==> src/rtl/rf_port_ctrl.sv <==
// ============================================================================
// Module : rf_port_ctrl
// Brief  : RF write-port arbiter (core over PDU, with starvation hold) and
//          register-dump sequencer on the debug read port.
// Rev    : 1.0  initial release
// ============================================================================
`default_nettype none

module rf_port_ctrl #(
  parameter int WIDTH      = 32,
  parameter int DEPTH      = 5,
  parameter int STARVE_LIM = 8
) (
  input  logic             clk,
  input  logic             rstn,
  input  logic             cpu_we,
  input  logic [DEPTH-1:0] cpu_wa,
  input  logic [WIDTH-1:0] cpu_wd,
  output logic             cpu_hold,
  input  logic             pdu_wr_valid,
  output logic             pdu_wr_ready,
  input  logic [DEPTH-1:0] pdu_wa,
  input  logic [WIDTH-1:0] pdu_wd,
  input  logic             dump_start,
  output logic             dump_busy,
  output logic             dump_valid,
  input  logic             dump_ready,
  output logic [DEPTH-1:0] dump_idx,
  output logic [WIDTH-1:0] dump_data,
  output logic             dump_done,
  output logic             rf_we,
  output logic [DEPTH-1:0] rf_wa,
  output logic [WIDTH-1:0] rf_wd,
  output logic [DEPTH-1:0] rf_ra_dbg,
  input  logic [WIDTH-1:0] rf_rd_dbg
);

  localparam int             c_CNT_W  = $clog2(STARVE_LIM + 1);
  localparam logic [c_CNT_W-1:0] c_LIM    = c_CNT_W'(STARVE_LIM);
  localparam logic [c_CNT_W-1:0] c_LIM_M1 = c_CNT_W'(STARVE_LIM - 1);
  localparam logic [DEPTH-1:0]   c_LAST   = '1;

  typedef enum logic [1:0] {
    S_IDLE = 2'd0,
    S_LOAD = 2'd1,
    S_SEND = 2'd2,
    S_DONE = 2'd3
  } state_t;

  logic               w_cpu_act;
  logic               w_stalled;
  logic [c_CNT_W-1:0] r_starve_cnt;
  state_t             r_state;
  state_t             w_state_nxt;
  logic [DEPTH-1:0]   r_idx;
  logic [DEPTH-1:0]   w_idx_nxt;
  logic               w_accept;

  // ---------------- write arbitration ----------------
  assign w_cpu_act    = cpu_we && (cpu_wa != '0);
  assign pdu_wr_ready = rstn && pdu_wr_valid && !w_cpu_act;
  assign w_stalled    = pdu_wr_valid && !pdu_wr_ready;

  always_comb begin
    rf_we = 1'b0;
    rf_wa = '0;
    rf_wd = '0;
    if (rstn) begin
      if (w_cpu_act) begin
        rf_we = 1'b1;
        rf_wa = cpu_wa;
        rf_wd = cpu_wd;
      end else if (pdu_wr_ready) begin
        // x0 writes complete the handshake but never reach the RF
        rf_we = (pdu_wa != '0);
        rf_wa = pdu_wa;
        rf_wd = pdu_wd;
      end
    end
  end

  always_ff @(posedge clk) begin
    if (!rstn) begin
      r_starve_cnt <= '0;
      cpu_hold     <= 1'b0;
    end else begin
      if (!w_stalled) begin
        r_starve_cnt <= '0;
      end else if (r_starve_cnt != c_LIM) begin
        r_starve_cnt <= r_starve_cnt + c_CNT_W'(1);
      end
      cpu_hold <= ((r_starve_cnt == c_LIM_M1) && w_stalled) || (cpu_hold && !pdu_wr_ready);
    end
  end

  // ---------------- dump sequencer ----------------
  assign w_accept  = dump_valid && dump_ready;
  assign dump_busy = (r_state != S_IDLE);
  assign rf_ra_dbg = r_idx;

  always_comb begin
    w_state_nxt = r_state;
    w_idx_nxt   = r_idx;
    case (r_state)
      S_IDLE: begin
        if (dump_start) begin
          w_state_nxt = S_LOAD;
          w_idx_nxt   = '0;
        end
      end
      S_LOAD: w_state_nxt = S_SEND;
      S_SEND: begin
        if (w_accept) begin
          if (r_idx == c_LAST) begin
            w_state_nxt = S_DONE;
          end else begin
            w_state_nxt = S_LOAD;
            w_idx_nxt   = r_idx + DEPTH'(1);
          end
        end
      end
      S_DONE:  w_state_nxt = S_IDLE;
      default: w_state_nxt = S_IDLE;
    endcase
  end

  always_ff @(posedge clk) begin
    if (!rstn) begin
      r_state <= S_IDLE;
      r_idx   <= '0;
    end else begin
      r_state <= w_state_nxt;
      r_idx   <= w_idx_nxt;
    end
  end

  // The RF read port has no write bypass, so a same-cycle write is forwarded here
  always_ff @(posedge clk) begin
    if (!rstn) begin
      dump_valid <= 1'b0;
      dump_idx   <= '0;
      dump_data  <= '0;
      dump_done  <= 1'b0;
    end else begin
      dump_done <= (r_state == S_SEND) && w_accept && (r_idx == c_LAST);
      if (r_state == S_LOAD) begin
        dump_data  <= (rf_we && (rf_wa == r_idx)) ? rf_wd : rf_rd_dbg;
        dump_idx   <= r_idx;
        dump_valid <= 1'b1;
      end else if ((r_state == S_SEND) && w_accept) begin
        dump_valid <= 1'b0;
      end
    end
  end

endmodule

`default_nettype wire

==> config.mk <==
export PLATFORM = sky130hd
export DESIGN_NAME = rf_port_ctrl
export DESIGN_NICKNAME = d
export VERILOG_FILES = /design/src/rtl/rf_port_ctrl.sv
export SDC_FILE = /design/constraint.sdc
export NUM_CORES = 1
export LEC_CHECK = 0
export ABC_CLOCK_PERIOD_IN_PS = 3200
export CAP_MARGIN = 20
export CORE_MARGIN = 2
export CORE_UTILIZATION = 50
export DETAILED_ROUTE_END_ITERATION = 16
export DONT_BUFFER_PORTS = 1
export SLEW_MARGIN = 20
export SYNTH_ARGS = -nofsm -noshare
export SYNTH_HDL_FRONTEND = slang
export SYNTH_SLANG_ARGS = --single-unit
==> constraint.sdc <==
create_clock -name clk -period 3.2 [get_ports clk]
set_clock_uncertainty 0.15 [all_clocks]
set_input_delay 0.48 -clock clk [delete_from_list [all_inputs] [get_ports clk]]
set_output_delay 0.48 -clock clk [all_outputs]
set_load 0.1 [all_outputs]
==> results of run 1 <==
sequential cells by signal (all words and copies together), names as in the netlist:
register,flops
dump_data,32
dump_idx,5
rf_ra_dbg,5
r_starve_cnt,4
r_state,2
cpu_hold,1
dump_done,1
dump_valid,1
cells by family after synthesis:
family          after synthesis  synth area share
buf+inv                      27           0.06303
fa+ha+maj                     4           0.01763
simple gates                 96            0.1648
compound gates              100            0.2534
mux                          33            0.1168
xor+xnor                      8           0.02468
flops                        51            0.3596
layout make-up:
cell class / count / area [um2]
Timing Repair Buffer: 44 / 693.2
Tap cell: 72 / 90.09
Sequential cell: 51 / 1021
Inverter: 5 / 18.77
Multi-Input combinational cell: 241 / 1659
Clock buffer: 7 / 96.34
Fill cell: 465 / 1921
Clock inverter: 1 / 7.507
critical path, delay by kind of cell:
| kind | cells | cell delay (ns) |
|---|---|---|
| AO/OA/AOI/OAI | 2 | 0.48 |
| AND/OR/NAND/NOR | 2 | 0.87 |
| buffers and inverters | 2 | 0.39 |
path summary, 6_finish.rpt:
path,from,endpoint,slack (ns),depth (start not counted)
max,cpu_wa[2],rf_wd[24],0.34,6
min,pdu_wr_valid,cpu_hold$_SDFF_PN0_,0.12,1
max reg2reg,rf_ra_dbg[0]$_SDFFE_PN0P_,rf_ra_dbg[3]$_SDFFE_PN0P_,0.90,8
min reg2reg,dump_valid$_SDFFE_PN0P_,r_state[0]$_SDFFE_PN0P_,0.35,2
metal layers:
metal / vias up / wire (um) / GRT usage
li1: 1205 / - / -
met1: 1161 / 3195 / 0.2834
met2: 99 / 3990 / 0.4237
met3: 10 / 770 / 0.09318
met4: 0 / 103 / 0.08103
met5: - / 0 / 0
cells in the final DEF (no fill, tap or decap), drive strengths merged, types with 5 or more instances in the layout:
master,Yosys,routed
a21boi,13,13
a21oi,5,5
a22o,32,32
buf,19,44
clkbuf,3,7
dfxtp,51,51
inv,5,5
mux2i,32,32
nand2,55,55
nor2,9,9
o21ai,42,42
per-stage QoR:
step	instance area [um2]	utilization	worst slack [ns]
after floorplan	2849	-	-0.07221
after detailed placement	3482	0.6324	0.3493
final	3586	0.6512	0.3437
after global routing	3586	0.6512	0.2536
after CTS	3586	0.6512	0.3505
after global placement	3482	0.6324	0.3868
power by group:
part | leakage, nW | internal, mW | switching [mW]
Sequential | 0.414 | 0.661 | 0.184
Combinational | 0.868 | 0.176 | 0.376
Clock | 0.0505 | 0.197 | 0.212
Total | 1.33 | 1.03 | 0.773
==> impl_metrics.yaml, run 1 <==
critical_path:
  slowest_delay_ns: 0.55
  critical_path_peak_fanout: 27
  cp_slowest_cell: "or4_4"
  critical_path_required_ns: 2.57
  cp_cell_sequence: "or4_4, o21ai_1, and2_2, buf_12, a22o_2, buf_12"
  endpoint_kind: "output port"
  cp-start-kind: "primary input"
  crit_path_frequent_cell: "buf_12"
  crit_type: "primary input to output port"
  cp.arrival_ns: 2.23
logic_synthesis:
  synth_top_area_share: 0.3596
  syn_area_um2: 2839
  synth_top_area_cell: "dfxtp_1"
  synth-edff-count: 0
  ys_ff_latch: 51
  synthTopCellsByCount: "nand2_1, dfxtp_1, mux2i_1, o21ai_1, a22o_2"
  yosysMostFrequentCell: "nand2_1"
  yosys_warnings: 0
  ys_seq_area_frac: 0.3596
  syn-instance-count: 319
  synth_cell_types: 44
  ys_top_cells_by_area: "dfxtp_1, mux2i_1, a22o_2"
  synth.avg_cell_area_um2: 8.900
  async_reset_ff_frac: 0
  syn_nets: 435
  ys.flop_type: "dfxtp_1"
finish:
  areaGrowthSynthToFinish_pct: 26.31
  drive_gt1_frac: 0.2865
  finalNetCount: 464
  stdcell_count: 421
  antenna_cells: 0
die:
  start_util: 0.5156
  die_h_um: 79.35
  io-pin-count: 197
  die_x_um: 79.35
  core-area_um2: 5507
  dieArea_um2: 6296
  num_rows: 27
placement:
  dp_cells: 413
  place_congestion: 0.8663
  dp_hpwl_um: 6219
  numPortBuffers: 0
timing:
  finalSetupTns_ns: 0
  tightestPinTransition_ns: 1.031
  finalHoldViolCount: 0
  period_share: 0.8926
  holdWs_ns: 0.1178
  slew_viol_final: 0
  slew_headroom: 0.3117
  min_period_ns: 2.856
  setup_violations: 0
  fmax_mhz: 350.1
  rsz0062_at_grt: "no"
run_status:
  status: "complete, no violations"
routing:
  vias_per_cell: 5.879
  drtAntennaViolNets: 0
  wl_um: 8060
  drt_iter0_markers: 87
  num_vias: 2475
  drt-pass1-iter-count: 4
  drc: 0
  wl_per_cell_um: 19.14
global_route:
  grt_use_total: 0.2472
  grt_pass1_wl_um: 12150
  antenna_found_initial: 0
  grt_pass1_vias: 2452
  grt_max_degree: 33
  overflow: 0
clock_network:
  cts_sinks: 51
  cts.clk_slew.worst_paths_ns: 0.08
  cts-root-buf: "clkbuf_8"
  insertion_delay_ns: 0.31
  cts_buffers: 5
  max-clock-path-buffers: 2
  cts_hold_buffers: 0
  htreeDepth: 2
  post_cts_buffers: 0
  tritoncts: "done"
  post_cts_resized: 0
power_and_ir_drop:
  power.leakage_nw: 1.333
  finalPower_mw: 1.807
  irDropWorstVdd_mv: 0.2708
  power.density_nw_per_um2: 503.9
job:
  drv_cap: 0
hold_path:
  hp-class: "primary input to flop"
Power figures use the tool's default switching activity.
==> run 2, diff against run 1 <==
--- a/config.mk
+++ b/config.mk
@@ -6,5 +6,5 @@
 export NUM_CORES = 1
 export LEC_CHECK = 0
-export ABC_CLOCK_PERIOD_IN_PS = 3200
+export ABC_CLOCK_PERIOD_IN_PS = 2300
 export CAP_MARGIN = 20
 export CORE_MARGIN = 2
@@ -12,4 +12,5 @@
 export DETAILED_ROUTE_END_ITERATION = 16
 export DONT_BUFFER_PORTS = 1
+export PLACE_DENSITY = 0.68
 export SLEW_MARGIN = 20
 export SYNTH_ARGS = -nofsm -noshare
==> constraint.sdc (replaced) <==
create_clock -name clk -period 2.3 [get_ports clk]
set_clock_uncertainty 0.15 [all_clocks]
set_input_delay 0.46 -clock clk [delete_from_list [all_inputs] [get_ports clk]]
set_output_delay 0.46 -clock clk [all_outputs]
set_load 0.1 [all_outputs]
==> run 2 against run 1 <==
Effect of this change:
- via count is 7.7% higher
- sequential share of layout area shrank 2.8 points
- first-iteration DRC count shrank 10%
- global-route usage increased by 1.6 points
- the run now ends with setup timing left
- worst setup slack got worse by 0.59 ns
- die area unchanged
- combinational power is 90% higher
==> impl_metrics.yaml, run 2 (synthesis gave the netlist of run 1 again) <==
run_status:
  status: "finished, violations left"
  violations: "setup timing"
timing:
  rsz0062_at_grt: "yes"
  finalHoldViolCount: 0
  period_share: 1.107
  min_period_ns: 2.546
  slew_viol_final: 0
  fmax_mhz: 392.8
  tightestPinTransition_ns: 0.7406
  slew_headroom: 0.5052
  finalSetupTns_ns: -12.81
  setup_violations: 67
  fin_ws_ns: -0.2457
power_and_ir_drop:
  power.density_nw_per_um2: 622.3
  irDropWorstVdd_mv: 0.3234
  power.leakage_nw: 1.643
  finalPower_mw: 2.494
placement:
  pre_cts_slack_ns: -0.3416
  dp_hpwl_um: 6615
  dpl_cell_area_um2: 3709
  place_congestion: 0.7923
  numPortBuffers: 0
global_route:
  antenna_found_initial: 0
  grt_max_degree: 33
  overflow: 0
  grt_use_total: 0.2635
  grt_pass1_vias: 2525
  grt_pass1_wl_um: 12780
critical_path:
  critical_path_required_ns: 1.69
  r2r_end: "dump_data[9]$_SDFFE_PN0P_"
  endpoint_kind: "output port"
  slowest_delay_ns: 0.56
  crit_type: "primary input to output port"
  cp.arrival_ns: 1.94
  critical_path_peak_fanout: 10
  cp_slowest_cell: "or4_4"
  cp-start-kind: "primary input"
  crit_start: "cpu_wa[1]"
  r2r_start: "rf_ra_dbg[0]$_SDFFE_PN0P_"
  rr_worst_depth: 8
  cp_cell_sequence: "or4_4, o21ai_4, and2_4, clkbuf_16, a22o_4"
  r2r_setup_slack_ns: 0.02
clock_network:
  tritoncts: "done"
  max-clock-path-buffers: 2
  cts_sinks: 51
  cts_buffers: 5
  insertion_delay_ns: 0.30
  cts-root-buf: "clkbuf_8"
  cts.clk_slew.worst_paths_ns: 0.09
  htreeDepth: 2
  cts_hold_buffers: 0
routing:
  drtAntennaViolNets: 0
  drc: 0
  drt-pass1-iter-count: 4
  wl_per_cell_um: 19.67
  drt_iter0_markers: 78
  vias_per_cell: 5.909
  num_vias: 2665
  wl_um: 8873
die:
  start_util: 0.5156
  dieArea_um2: 6296
  io-pin-count: 197
  die_x_um: 79.35
  num_rows: 27
  die_h_um: 79.35
  core-area_um2: 5507
finish:
  finalNetCount: 494
  areaGrowthSynthToFinish_pct: 41.16
  largest_register_ffs: 32
  antenna_cells: 0
  regArea_um2: 1030
  design_area_um2: 4008
  final_common_cell: "buf_4"
  regMostFlops: "dump_data"
  mostFrequentLayoutCells: "buf_4, nand2_1, dfxtp_1"
  multiInputGateArea_um2: 2043
  drive_gt1_frac: 0.3826
  nFillCells: 436
hold_path:
  min_from: "pdu_wr_valid"
  holdPathStages: 1
  hold_end: "cpu_hold$_SDFF_PN0_"
  hp-class: "primary input to flop"
job:
  drv_cap: 0
run 2: changes by cell type in the layout (fill, tap and decap cells not counted), moves of 4 or more:
cell	delta
a22o_2	-32
a22o_4	+32
buf_12	-21
buf_4	+43
buf_6	+4
dfxtp_1	-5
dfxtp_2	+4
mux2i_1	-6
run 2: worst max-delay path by stage:
stage / to / slack (ns) / depth (start not counted)
after floorplan: dump_data[0]$_SDFFE_PN0P_ / -0.40 / 9
after global placement: dump_data[30]$_SDFFE_PN0P_ / -0.31 / 8
after detailed placement: dump_data[30]$_SDFFE_PN0P_ / -0.34 / 8
after CTS: rf_wd[13] / -0.24 / 5
after global routing: dump_data[4]$_SDFFE_PN0P_ / -0.28 / 10
final: rf_wd[12] / -0.25 / 5
run 2: layout make-up:
cell class | count | share of cell area
Sequential cell | 51 | 0.2569
Clock buffer | 6 | 0.01811
Timing Repair Buffer | 74 | 0.1848
Multi-Input combinational cell | 241 | 0.5098
Clock inverter | 2 | 0.003122
Inverter | 5 | 0.004683
Tap cell | 72 | 0.02248
run 2: metrics by stage:
stage                 util  std cells  hold slack, ns
floorplan                -        319          0.3091
global placement    0.6726        437          0.2868
detailed placement  0.6735        437          0.2962
CTS                 0.7092        448         0.08733
global route        0.7278        451         0.07994
finish              0.7278        451         0.09985
run 2: metal layers:
metal	vias up	track usage	routed length, um
met5	-	0	0
met4	0	0.08966	148
met3	12	0.08864	674
met2	115	0.4483	4688
met1	1261	0.3101	3361
li1	1277	-	-
run 2: where the power goes:
group	internal, mW	total (mW)	switching, mW
clock	0.213	0.500	0.286
sequential	0.921	0.940	0.0190
combinational	0.274	1.05	0.781
total	1.41	2.49	1.09
run 2: repair_timing:
item | CTS | global route
cloned | 2 | 1
resized for setup | 8 | 12
pin swaps | 2 | 4
setup buffers | 1 | 2
setup endpoints to repair | 36 | 69
run 2: critical path, delay by kind of cell:
| family | cells | cell delay [ns] |
|---|---|---|
| compound gates | 2 | 0.50 |
| buf+inv | 1 | 0.19 |
| simple gates | 2 | 0.78 |
